### src/rtl/reg_mem.sv
// reg_mem: single-port register-file memory of 2**ADDR_BITS words, DATA_WIDTH bits each.
// One shared address bus serves both the synchronous write and the registered read.
// A synchronous active-low reset clears every word and the read register.
// A write also returns the written data on data_out in the same cycle (write-first).
module reg_mem #(
    parameter int DATA_WIDTH = 8,
    parameter int ADDR_BITS  = 5
) (
    input  logic [ADDR_BITS-1:0]  addr,
    input  logic [DATA_WIDTH-1:0] data_in,
    input  logic                  wen,
    input  logic                  clk,
    output logic [DATA_WIDTH-1:0] data_out,
    input  logic                  rst_n
);

    localparam int DEPTH = 1 << ADDR_BITS;

    logic [DATA_WIDTH-1:0] mem [DEPTH];

    // Storage array: reset clears all words and overrides any write in the same cycle.
    always_ff @(posedge clk) begin
        if (!rst_n) begin
            for (int i = 0; i < DEPTH; i++) begin
                mem[i] <= '0;
            end
        end else if (wen) begin
            mem[addr] <= data_in;
        end
    end

    // Read register: write-first on a write cycle, otherwise the addressed word.
    always_ff @(posedge clk) begin
        if (!rst_n) begin
            data_out <= '0;
        end else if (wen) begin
            data_out <= data_in;
        end else begin
            data_out <= mem[addr];
        end
    end

endmodule

### config.mk
export PLATFORM = sky130hd
export DESIGN_NAME = reg_mem
export DESIGN_NICKNAME = d
export VERILOG_FILES = /design/src/rtl/reg_mem.sv
export SDC_FILE = /design/constraint.sdc
export NUM_CORES = 1
export LEC_CHECK = 0
export ABC_AREA = 1
export ABC_CLOCK_PERIOD_IN_PS = 5970
export BUFFER_PORTS_ARGS = -buffer_cell sky130_fd_sc_hd__clkbuf_2
export CAP_MARGIN = 20
export CORE_MARGIN = 4
export CORE_UTILIZATION = 45
export CTS_BUF_LIST = sky130_fd_sc_hd__clkbuf_8
export CTS_CLUSTER_DIAMETER = 50
export DETAILED_ROUTE_END_ITERATION = 8
export PLACE_DENSITY = 0.61
export SLEW_MARGIN = 0
export SYNTH_ARGS = -nofsm -noshare
export SYNTH_HDL_FRONTEND = slang
export SYNTH_SLANG_ARGS = --single-unit
export TNS_END_PERCENT = 5
### constraint.sdc
create_clock -name clk -period 5.97 [get_ports clk]
set_input_delay 0.8955 -clock clk [delete_from_list [all_inputs] [get_ports clk]]
set_output_delay 0.8955 -clock clk [all_outputs]
set_load 0.02 [all_outputs]
# ---- Word-level counts from Yosys, hierarchy flattened
# Memories as Yosys holds them, arrays and structs flattened. A register that Yosys moved wholly into a read port is not among the register bits.
# Cells that the tools add are included.
dict set report word_totals {
  ff_bits 0
  ramBits 256
  input_bits 16
  out_inout_bits 8
  word_cells 10
  n_memories 1
}
# name words word_bits rd rd_ports_with_merged_regs write_ports line_no
set mem_list {}
lappend mem_list {mem 32 8 1 1 32 19} ;# logic [DATA_WIDTH-1:0] mem [DEPTH];
dict set report classes {
  muxes 7
  reduce_logical 2
}
# operator n
set op_table {}
lappend op_table {{8-bit two-way mux} 1}
lappend op_table {{8-bit OR reduction} 1}
lappend op_table {{1-bit two-way mux} 5}
lappend op_table {{5-bit two-way mux} 1}
lappend op_table {{1-bit zero test} 1}

# ---- Logic depth before layout (Yosys ltp)
dict set report depth {
  word_depth 5
  mapped_depth 14
  depth_no_buf 11
}

# ---- Least setup slack after synthesis
# OpenSTA, ideal clock, no wires.
dict set report synth_path {
  path_type {input to register}
  start {in addr[0]}
  end {mem mem[11][0], enable pin}
  setup_time_ps 329
  arrival_time_ps 2187
  required_time_ps 5641
  setup_slack_ps 3454
  stages 7
  n_path_buf 3
  path_cell_list {buf_2 inv_2 buf_6 buf_2 nor3_4 nand2_2 nand2_1}
}
# element line_no
set synth_lines {}
lappend synth_lines {{start, declared} 9} ;# input logic [ADDR_BITS-1:0] addr,
lappend synth_lines {{end, declared} 19}

==> results.cfg <==
[synthesis]
synth_top_family_by_area = simple AND/OR/NAND/NOR gates
yosys-top-cells-area = edfxtp_1, nand2_1, nor2_1
synth_top_cell_area_share_pct = 62.6
syn_inst = 1380
synth_compound_area_share_pct = 0.367
yosysWarnings = 0
syn_nets = 1396
synth_mux_area_share_pct = 0
syn_avg_cell_area_um2 = 8.89
synth.cell_area_mm2 = 0.0123
synth_top_cell_by_area = edfxtp_1
synthAdderAreaFrac_pct = 0
yosysSeqAreaShare_pct = 63.9
synth_simple_gate_area_share_pct = 32.2
ys_ff_latch = 264
synth_cell_types = 17
synth_xor_area_share_pct = 0

[pwr]
p_sw_share_pct = 25.1
p_comb_share_pct = 8.8
pwr-share-clk_pct = 35.5
intPower_mw = 2.90
vdd_drop_max_v = 0.000129
p_seq_share_pct = 55.7
power_leakage_nw = 5.88
power_density_mw_per_mm2 = 290
p_switching_uw = 973

[hold_path]
hp-class = in2reg
whs_path_depth = 3

[place]
port_buffers = 23
gp_routability_congestion = 0.797
dp_slack_ns = 2.13
dp_hpwl_um = 18800

[worst_setup_path]
reg2reg_slack_ns = 4.55
crit_end = mem[7][5]$_SDFFCE_PN0P_
cp.depth = 5
cp-end-kind = flop
r2r_end = data_out[5]$_SDFF_PN0_
crit_chain = buf_4 -> clkinv_2 -> nor3_4 -> nand2_2 -> nand2_1
reg2reg_depth = 10
cp_num_buf_inv = 2
crit-reg2reg-launch = mem[14][5]$_SDFFCE_PN0P_
start_kind = primary input
crit_path_max_incr_delay_ns = 0.86
critPathMaxFanout = 63
criticalPathCategory = in2reg
arrival_ns = 3.45
crit_slowest_cell = nor3_4
cp-startpoint = addr[0]
crit_family = simple AND/OR/NAND/NOR gates
required_ns = 6.17

[clock_tree]
cts_resized = 0
cts_max_level = 2
clkSinkCount = 264
clock_path_buffers = 3
clk_latency_ns = 0.54
cts_tree = built
cts_buffers = 42
clk_pin_slew_ns = 0.06
cts_setup_buffers = 0
cts_root_buffer = clkbuf_8
ctsHoldBuffers = 0

[layout]
area_growth_pct = 9.02
nets = 1405
diodes = 0
drive_gt1_share_pct = 9.25

[global_routing]
grt_usage_pct = 20.9
antenna_found_initial = 0
grt_pass1_vias = 8791
grt_pass1_wl_um = 48900
grt_max_degree = 89
grt.overflow.total = 0

[timing]
relSlewSlack_pct = 33.8
grt_setup_unrepaired = no
worstMarginPinSlew_ns = 0.990
hold_violations = 0
layout_min_cycle_time_ns = 3.25
tns_ns = 0
setup_viol = 0
fmax_mhz = 308
fin_ws_ns = 2.72
drv_slew = 0
skew_ns = 0.0164
finalCritPeriodShare_pct = 54.5

[drt]
drtAntennaViolNets = 0
drt-pass1-iter-count = 5
wl_per_cell_um = 17.9
wl_um = 31500
drc = 0
avgViaCountPerCell = 5.13
drtIter0Drc = 921
dr_total_vias = 9014

[status]
status = finished, final reports clean

[die]
start_util_pct = 45.7
placementRows = 60
dieArea_mm2 = 0.0300
die_width_um = 173
io-pin-count = 24
coreArea_mm2 = 0.0269
die_h_um = 173

[job]
drv_cap = 0
routing by layer:
| layer | vias to the layer above | share of wire (%) | wire length (um) | track usage [%] |
|---|---|---|---|---|
| met4 | 0 | 2.5 | 780 | 6.09 |
| met2 | 313 | 47 | 14800 | 33.5 |
| met1 | 4214 | 44 | 13900 | 29.6 |
| met3 | 59 | 6.6 | 2070 | 3.37 |
| met5 | - | 0 | 0 | 0 |
| li1 | 4428 | - | - | - |
per-stage QoR:
stage / std cells / area, um2 / util (%) / hold slack, ns / power [mW]
2_1_floorplan: 1380 / 12300 / - / 0.660 / 2.42
3_3_place_gp: 1686 / 12700 / 47.1 / 0.808 / 2.54
3_5_place_dp: 1686 / 12700 / 47.1 / 0.781 / 2.54
4_1_cts: 1757 / 13400 / 49.8 / 0.731 / 3.91
5_1_grt: 1757 / 13400 / 49.8 / 0.799 / 4.04
6_report: 1757 / 13400 / 49.8 / 0.764 / 3.88
final cells by class:
class	count	area (um2)
inverters	29	110
clock buffers	45	619
fillers	2542	13500
multi-input cells	1008	3990
flip-flops and latches	264	7850
clock inverters	26	109
repair buffers	44	275
well taps	341	427
worst reg2reg max path: cells and delay by family, from the launching register on:
family	cells	cell delay [ns]
buffers and inverters	1	0.05
DFF	1	0.38
and+or+nand+nor	9	0.87
sequential cells by signal (all words and copies together), names as in the netlist:
| name | flops |
|---|---|
| data_out | 8 |
| mem | 256 |
layout by cell type, fill, tap and decap left out, drive strengths merged:
cell	instances
clkinvlp	1
dfxtp	8
nand4	2
inv	39
nand3	43
o21ai	1
clkbuf	67
nor2	273
edfxtp	256
clkinv	15
nand2	669
buf	22
a21oi	8
nor3	12
cells in the mapped netlist:
library cell and number:
a21oi_1 8, buf_1 4, buf_2 16, buf_6 1
clkbuf_1 58, dfxtp_1 8, edfxtp_1 256, inv_1 27
inv_2 2, nand2_1 637, nand2_2 32, nand3_1 43
nand4_1 2, nor2_1 273, nor3_1 8, nor3_4 4
o21ai_0 1
worst min path at each step:
stage	startpoint	endpoint	slack (ns)
floorplan	mem[30][6]$_SDFFCE_PN0P_	data_out[6]$_SDFF_PN0_	0.66
global placement	mem[30][2]$_SDFFCE_PN0P_	data_out[2]$_SDFF_PN0_	0.81
detailed placement	mem[18][2]$_SDFFCE_PN0P_	data_out[2]$_SDFF_PN0_	0.78
CTS	data_in[6]	data_out[6]$_SDFF_PN0_	0.73
global route	data_in[6]	data_out[6]$_SDFF_PN0_	0.80
finish	data_in[6]	data_out[6]$_SDFF_PN0_	0.76
cells by family after synthesis:
logic type | after synthesis
AOI/OAI and AO/OA | 9
buffers and inverters | 108
DFF | 264
and+or+nand+nor | 999
power groups by stage:
stage	Sequential (mW)	Combinational, mW	Clock [mW]
5_1_grt	2.17	0.381	1.49
3_3_place_gp	2.20	0.340	0
6_report	2.16	0.341	1.37
2_1_floorplan	2.19	0.224	0
3_5_place_dp	2.20	0.341	0
4_1_cts	2.16	0.342	1.40
(Power assumes the default switching activity.)
